<file path="config.mk">
export PLATFORM = sky130hd
export DESIGN_NAME = block_idx_fetch
export DESIGN_NICKNAME = d
export VERILOG_FILES = /design/src/rtl/block_idx_fetch.sv
export SDC_FILE = /design/constraint.sdc
export NUM_CORES = 1
export LEC_CHECK = 0
export ABC_AREA = 0
export CORE_ASPECT_RATIO = 1.2
export CORE_UTILIZATION = 40
export DETAILED_ROUTE_END_ITERATION = 8
export GPL_ROUTABILITY_DRIVEN = 0
export HOLD_SLACK_MARGIN = 0.02
export PLACE_DENSITY = 0.64
export SETUP_SLACK_MARGIN = 0.05
export SYNTH_ARGS = -nofsm -noshare
export SYNTH_HDL_FRONTEND = slang
export SYNTH_SLANG_ARGS = --single-unit
export TNS_END_PERCENT = 100
</file>
<file path="constraint.sdc">
create_clock -name clk -period 6.2 [get_ports clk]
set_clock_uncertainty 0.1 [all_clocks]
set_input_delay 1.24 -clock clk [delete_from_list [all_inputs] [get_ports clk]]
set_output_delay 1.24 -clock clk [all_outputs]
set_load 0.03 [all_outputs]
</file>
<file path="src/rtl/block_idx_fetch.sv">
// Streams a run of block-index words from the bank through a 2-entry FIFO as PE-cluster masks.
// Read issue is credit-limited so the FIFO never overflows; the mask is held while blk_ready is low.
module block_idx_fetch #(
  parameter int N_PE_CLUSTER     = 20,
  parameter int DEPTH_BLOCK_BANK = 2048,
  localparam int AW              = $clog2(DEPTH_BLOCK_BANK)
) (
  input  logic                    clk,
  input  logic                    rst,
  input  logic                    start,
  input  logic [AW-1:0]           base_addr,
  input  logic [AW:0]             num_blocks,
  output logic                    ren_block_idx_bank,
  output logic [AW-1:0]           raddr_block_idx_bank,
  input  logic [N_PE_CLUSTER-1:0] block_idx_data,
  output logic                    blk_valid,
  input  logic                    blk_ready,
  output logic [N_PE_CLUSTER-1:0] blk_mask,
  output logic                    blk_any,
  output logic                    blk_last,
  output logic                    busy,
  output logic                    done
);

  typedef enum logic [1:0] {IDLE, FETCH, DRAIN} state_t;

  localparam logic [AW:0] DEPTH_L = (AW+1)'(DEPTH_BLOCK_BANK);
  localparam logic [AW:0] ONE     = (AW+1)'(1);

  state_t state_q, state_d;
  logic   done_q, done_d;

  logic [AW-1:0] base_q;
  logic [AW:0]   num_q, rd_cnt_q, xfer_cnt_q;
  logic          pend_q;

  logic [N_PE_CLUSTER-1:0] fifo_mem [2];
  logic                    wr_ptr_q, rd_ptr_q;
  logic [1:0]              occ_q;

  logic          start_ok, issue, push, pop, credit_ok;
  logic [AW:0]   addr_sum, addr_wrap;
  logic          addr_unused;

  assign start_ok  = (state_q == IDLE) && start;
  assign push      = pend_q;
  assign blk_valid = (occ_q != 2'd0);
  assign pop       = blk_valid && blk_ready;
  assign blk_mask  = blk_valid ? fifo_mem[rd_ptr_q] : '0;
  assign blk_any   = |blk_mask;
  assign blk_last  = blk_valid && ((xfer_cnt_q + ONE) == num_q);

  // A slot freed by this cycle's pop can be reused by this cycle's read.
  assign credit_ok = ({1'b0, occ_q} + {2'b0, pend_q}) < (3'd2 + {2'b0, pop});
  assign issue     = (state_q == FETCH) && (rd_cnt_q != num_q) && credit_ok;

  assign addr_sum    = {1'b0, base_q} + rd_cnt_q;
  assign addr_wrap   = (addr_sum >= DEPTH_L) ? (addr_sum - DEPTH_L) : addr_sum;
  assign addr_unused = addr_wrap[AW];

  assign ren_block_idx_bank   = issue;
  assign raddr_block_idx_bank = issue ? addr_wrap[AW-1:0] : '0;
  assign busy                 = (state_q != IDLE);
  assign done                 = done_q;

  always_comb begin
    state_d = state_q;
    done_d  = 1'b0;
    case (state_q)
      IDLE: begin
        if (start) begin
          if (num_blocks == '0) done_d  = 1'b1;
          else                  state_d = FETCH;
        end
      end
      FETCH: begin
        if (issue && ((rd_cnt_q + ONE) == num_q)) state_d = DRAIN;
      end
      DRAIN: begin
        if (pop && blk_last) begin
          state_d = IDLE;
          done_d  = 1'b1;
        end
      end
      default: state_d = IDLE;
    endcase
  end

  always_ff @(posedge clk or posedge rst) begin
    if (rst) begin
      state_q    <= IDLE;
      done_q     <= 1'b0;
      base_q     <= '0;
      num_q      <= '0;
      rd_cnt_q   <= '0;
      xfer_cnt_q <= '0;
      pend_q     <= 1'b0;
    end else begin
      state_q <= state_d;
      done_q  <= done_d;
      // Clearing pend_q on reset is what drops data from reads issued before it.
      pend_q  <= issue;
      if (start_ok) begin
        base_q     <= base_addr;
        num_q      <= num_blocks;
        rd_cnt_q   <= '0;
        xfer_cnt_q <= '0;
      end else begin
        if (issue) rd_cnt_q   <= rd_cnt_q + ONE;
        if (pop)   xfer_cnt_q <= xfer_cnt_q + ONE;
      end
    end
  end

  always_ff @(posedge clk or posedge rst) begin
    if (rst) begin
      wr_ptr_q <= 1'b0;
      rd_ptr_q <= 1'b0;
      occ_q    <= 2'd0;
    end else begin
      if (push) wr_ptr_q <= ~wr_ptr_q;
      if (pop)  rd_ptr_q <= ~rd_ptr_q;
      occ_q <= occ_q + {1'b0, push} - {1'b0, pop};
    end
  end

  always_ff @(posedge clk) begin
    if (push) fifo_mem[wr_ptr_q] <= block_idx_data;
  end

endmodule

</file>
==> reports/qor.yml <==
status: "finished, final reports clean"
start_util_pct: 41.2
ioPinCount: 84
drive_above_1_share_pct: 6.03
slew_viol_final: 0
cp.required_ns: 4.86
holdPathStages: 1
ir_drop_v: 0.000294
synth_top_area_share_pct: 25.1
synth_area_um2: 5480
grt_pass1_vias: 4213
grt_max_degree: 56
hold_viol: 0
grt_pass1_wl_mm: 20.5
rows: 46
drc: 0
cts.repair.resized: 0
fin_area_um2: 6700
post_drt_wl_per_cell_um: 15.7
cp_max_fo: 9
final_nets: 690
hold_buffers: 0
yosysMostFrequentCell: "nand2_1"
synth_largest_area_cell: "dfrtp_1"
fin_crit_sh_pct: 85.4
h-tree-depth: 3
cp_slowest_cell: "clkdlybuf4s50_1"
postRouteAntennaNets: 0
max_stage_delay_ns: 0.72
tightest_slew_ns: 1.01
die_y_um: 130
area_growth_pct: 22.3
synth_seq_cells: 95
cp_common_cell: "clkdlybuf4s50_1"
reg2reg_depth: 8
cts_tree: "done"
drv_cap: 0
ys_top_cells_by_count: "nand2_1 (92), dfrtp_1 (55), nor2_1 (55)"
drtIter0Drc: 229
drtPass1Iterations: 4
critPathTopFamily: "buffers and inverters"
num_vias: 4304
synthTopCellsByArea: "dfrtp_1 (25%), edfxtp_1 (22%), nand2_1 (6.3%)"
fmax_ghz: 0.189
crit_path_cell_trace: "clkdlybuf4s50_1 > o21ai_2 > o21ai_1 > nand3b_1 > or2_1 > a221o_1 > a311oi_1 > clkdlybuf4s50_1"
ys_async_sr_fraction_pct: 57.9
worstHoldPathType: "flop to flop"
hold_start: "state_q[0]"
numCtsBuffers: 9
dp_hpwl_mm: 9.19
cts.clk_slew.worst_paths_ns: 0.07
syn_nets: 620
worstSetupStartpointType: "primary input"
clockRootBuffer: "clkbuf_16"
die_area_um2: 14200
grt_use_total_pct: 18.9
path_class: "primary input to output port"
rr_startpoint: "rd_cnt_q[4]"
clock-sinks: 95
power_leakage_uw: 0.00274
antenna_found_initial: 0
postCtsSetupBuffers: 0
p_per_area_nw_per_um2: 527
die_x_um: 109
clock_path_buffers: 2
yosysSeqAreaShare_pct: 47.1
cp-startpoint: "blk_ready"
worstSkewPairLatency_ns: 0.34
syn_avg_cell_area_um2: 9.87
setup_viol: 0
rsz0062_at_grt: "false"
post-route-min-period_ns: 5.30
synth_edf_count: 40
wl_mm: 12.5
port_buffers: 83
ys_types: 70
yosys_most_used_dff: "dfrtp_1"
yosys_warnings: 0
crit_buf_inv: 2
critPathArrivalTime_ns: 3.96
synthCells: 555
via_per_inst: 5.39
antenna_cells: 0
end_kind: "output port"
r2r_end: "rd_cnt_q[4]"
grt.overflow.total: 0
relSlewSlack_pct: 32.2
fin_setup_tns_ns: 0
core_area_um2: 13300
min_to: "done"
hold_slack_ns: 0.378
reg2reg_slack_ns: 3.52
placement.cell_area_um2: 6390
-- layer usage --
| layer | wire length (um) | up-vias | track usage (%) |
|---|---|---|---|
| li1 | - | 2095 | - |
| met1 | 5270 | 2070 | 22.5 |
| met2 | 6400 | 110 | 33.2 |
| met3 | 482 | 29 | 3.25 |
| met4 | 391 | 0 | 8.27 |
| met5 | 0 | - | 0 |
-- report_power, final --
group          total [uW]  switching (uW)  internal [uW]
Combinational        1850            1090            766
Clock                 578             255            323
Sequential           1100             221            880
-- cell families after synthesis --
group	Yosys count	share of synthesized area (%)
xor gates and xnor gates	57	9.39
DFF	95	47.1
muxes	22	4.02
adders and majority gates	18	4.25
buffers and inverters	42	4.04
AOI/OAI and AO/OA	71	9.05
and+or+nand+nor	250	22.2
-- layout by cell type (no fill, tap or decap), types with 3 or more instances in the layout --
cell type / Yosys / routed
a21o_1: 5 / 5
inv_1: 12 / 11
xor2_1: 18 / 18
clkdlybuf4s50_1: 0 / 83
nand3_1: 14 / 14
mux2i_1: 22 / 22
nand2_1: 92 / 92
nand2b_1: 5 / 5
nor2b_1: 8 / 7
buf_4: 5 / 5
nor3b_1: 5 / 5
o21ai_0: 15 / 15
o21ai_1: 4 / 4
dfrtp_1: 55 / 55
xnor2_1: 37 / 37
nor2_1: 55 / 55
a31oi_1: 3 / 3
a22o_1: 4 / 4
and4_1: 3 / 3
nand4_1: 8 / 8
a21oi_1: 11 / 11
edfxtp_1: 40 / 40
nor3_1: 17 / 17
ha_1: 17 / 17
and2_1: 6 / 5
inv_8: 0 / 3
clkbuf_16: 0 / 9
nor4_1: 16 / 16
or3_1: 4 / 4
o211ai_1: 3 / 3
-- state kept, by name, summed over array words and instances, names as in the netlist --
signal and flops:
num_q 12, wr_ptr_q 1, xfer_cnt_q 12, rd_cnt_q 12, occ_q 2, rd_ptr_q 1
base_q 11, fifo_mem 40, state_q 2, pend_q 1, done 1
-- worst reg2reg max path: cells and delay by family, from the launching register on --
kind	cells	cell delay (ns)
buf+inv	2	0.33
xor+xnor	1	0.35
compound gates	2	0.39
flops	1	0.54
simple gates	3	0.86
-- how the worst max path moves through the flow --
stage | endpoint | depth (start not counted) | slack [ns]
after global routing | raddr_block_idx_bank[9] | 8 | 0.77
after detailed placement | raddr_block_idx_bank[9] | 8 | 0.97
after global placement | raddr_block_idx_bank[9] | 8 | 1.0
final | raddr_block_idx_bank[9] | 8 | 0.90
after floorplan | raddr_block_idx_bank[9] | 7 | 1.76
after CTS | raddr_block_idx_bank[9] | 8 | 0.93
-- layout make-up --
| type | instances | area, um^2 |
|---|---|---|
| Clock inverter | 7 | 86.3 |
| Sequential cell | 95 | 2580 |
| Fill cell | 1235 | 6590 |
| Tap cell | 168 | 210 |
| Multi-Input combinational cell | 418 | 2680 |
| Inverter | 13 | 51.3 |
| Clock buffer | 9 | 225 |
| Timing Repair Buffer | 88 | 868 |
-- stage by stage --
stage	setup WS, ns	util, %	power [uW]	cells
after floorplan	1.76	-	2380	555
after global routing	0.765	50.4	3780	798
after detailed placement	0.969	48.1	2980	782
after global placement	1.00	48.1	2940	782
after CTS	0.933	50.4	3560	798
final	0.903	50.4	3530	798
Power figures use the tool's default switching activity.
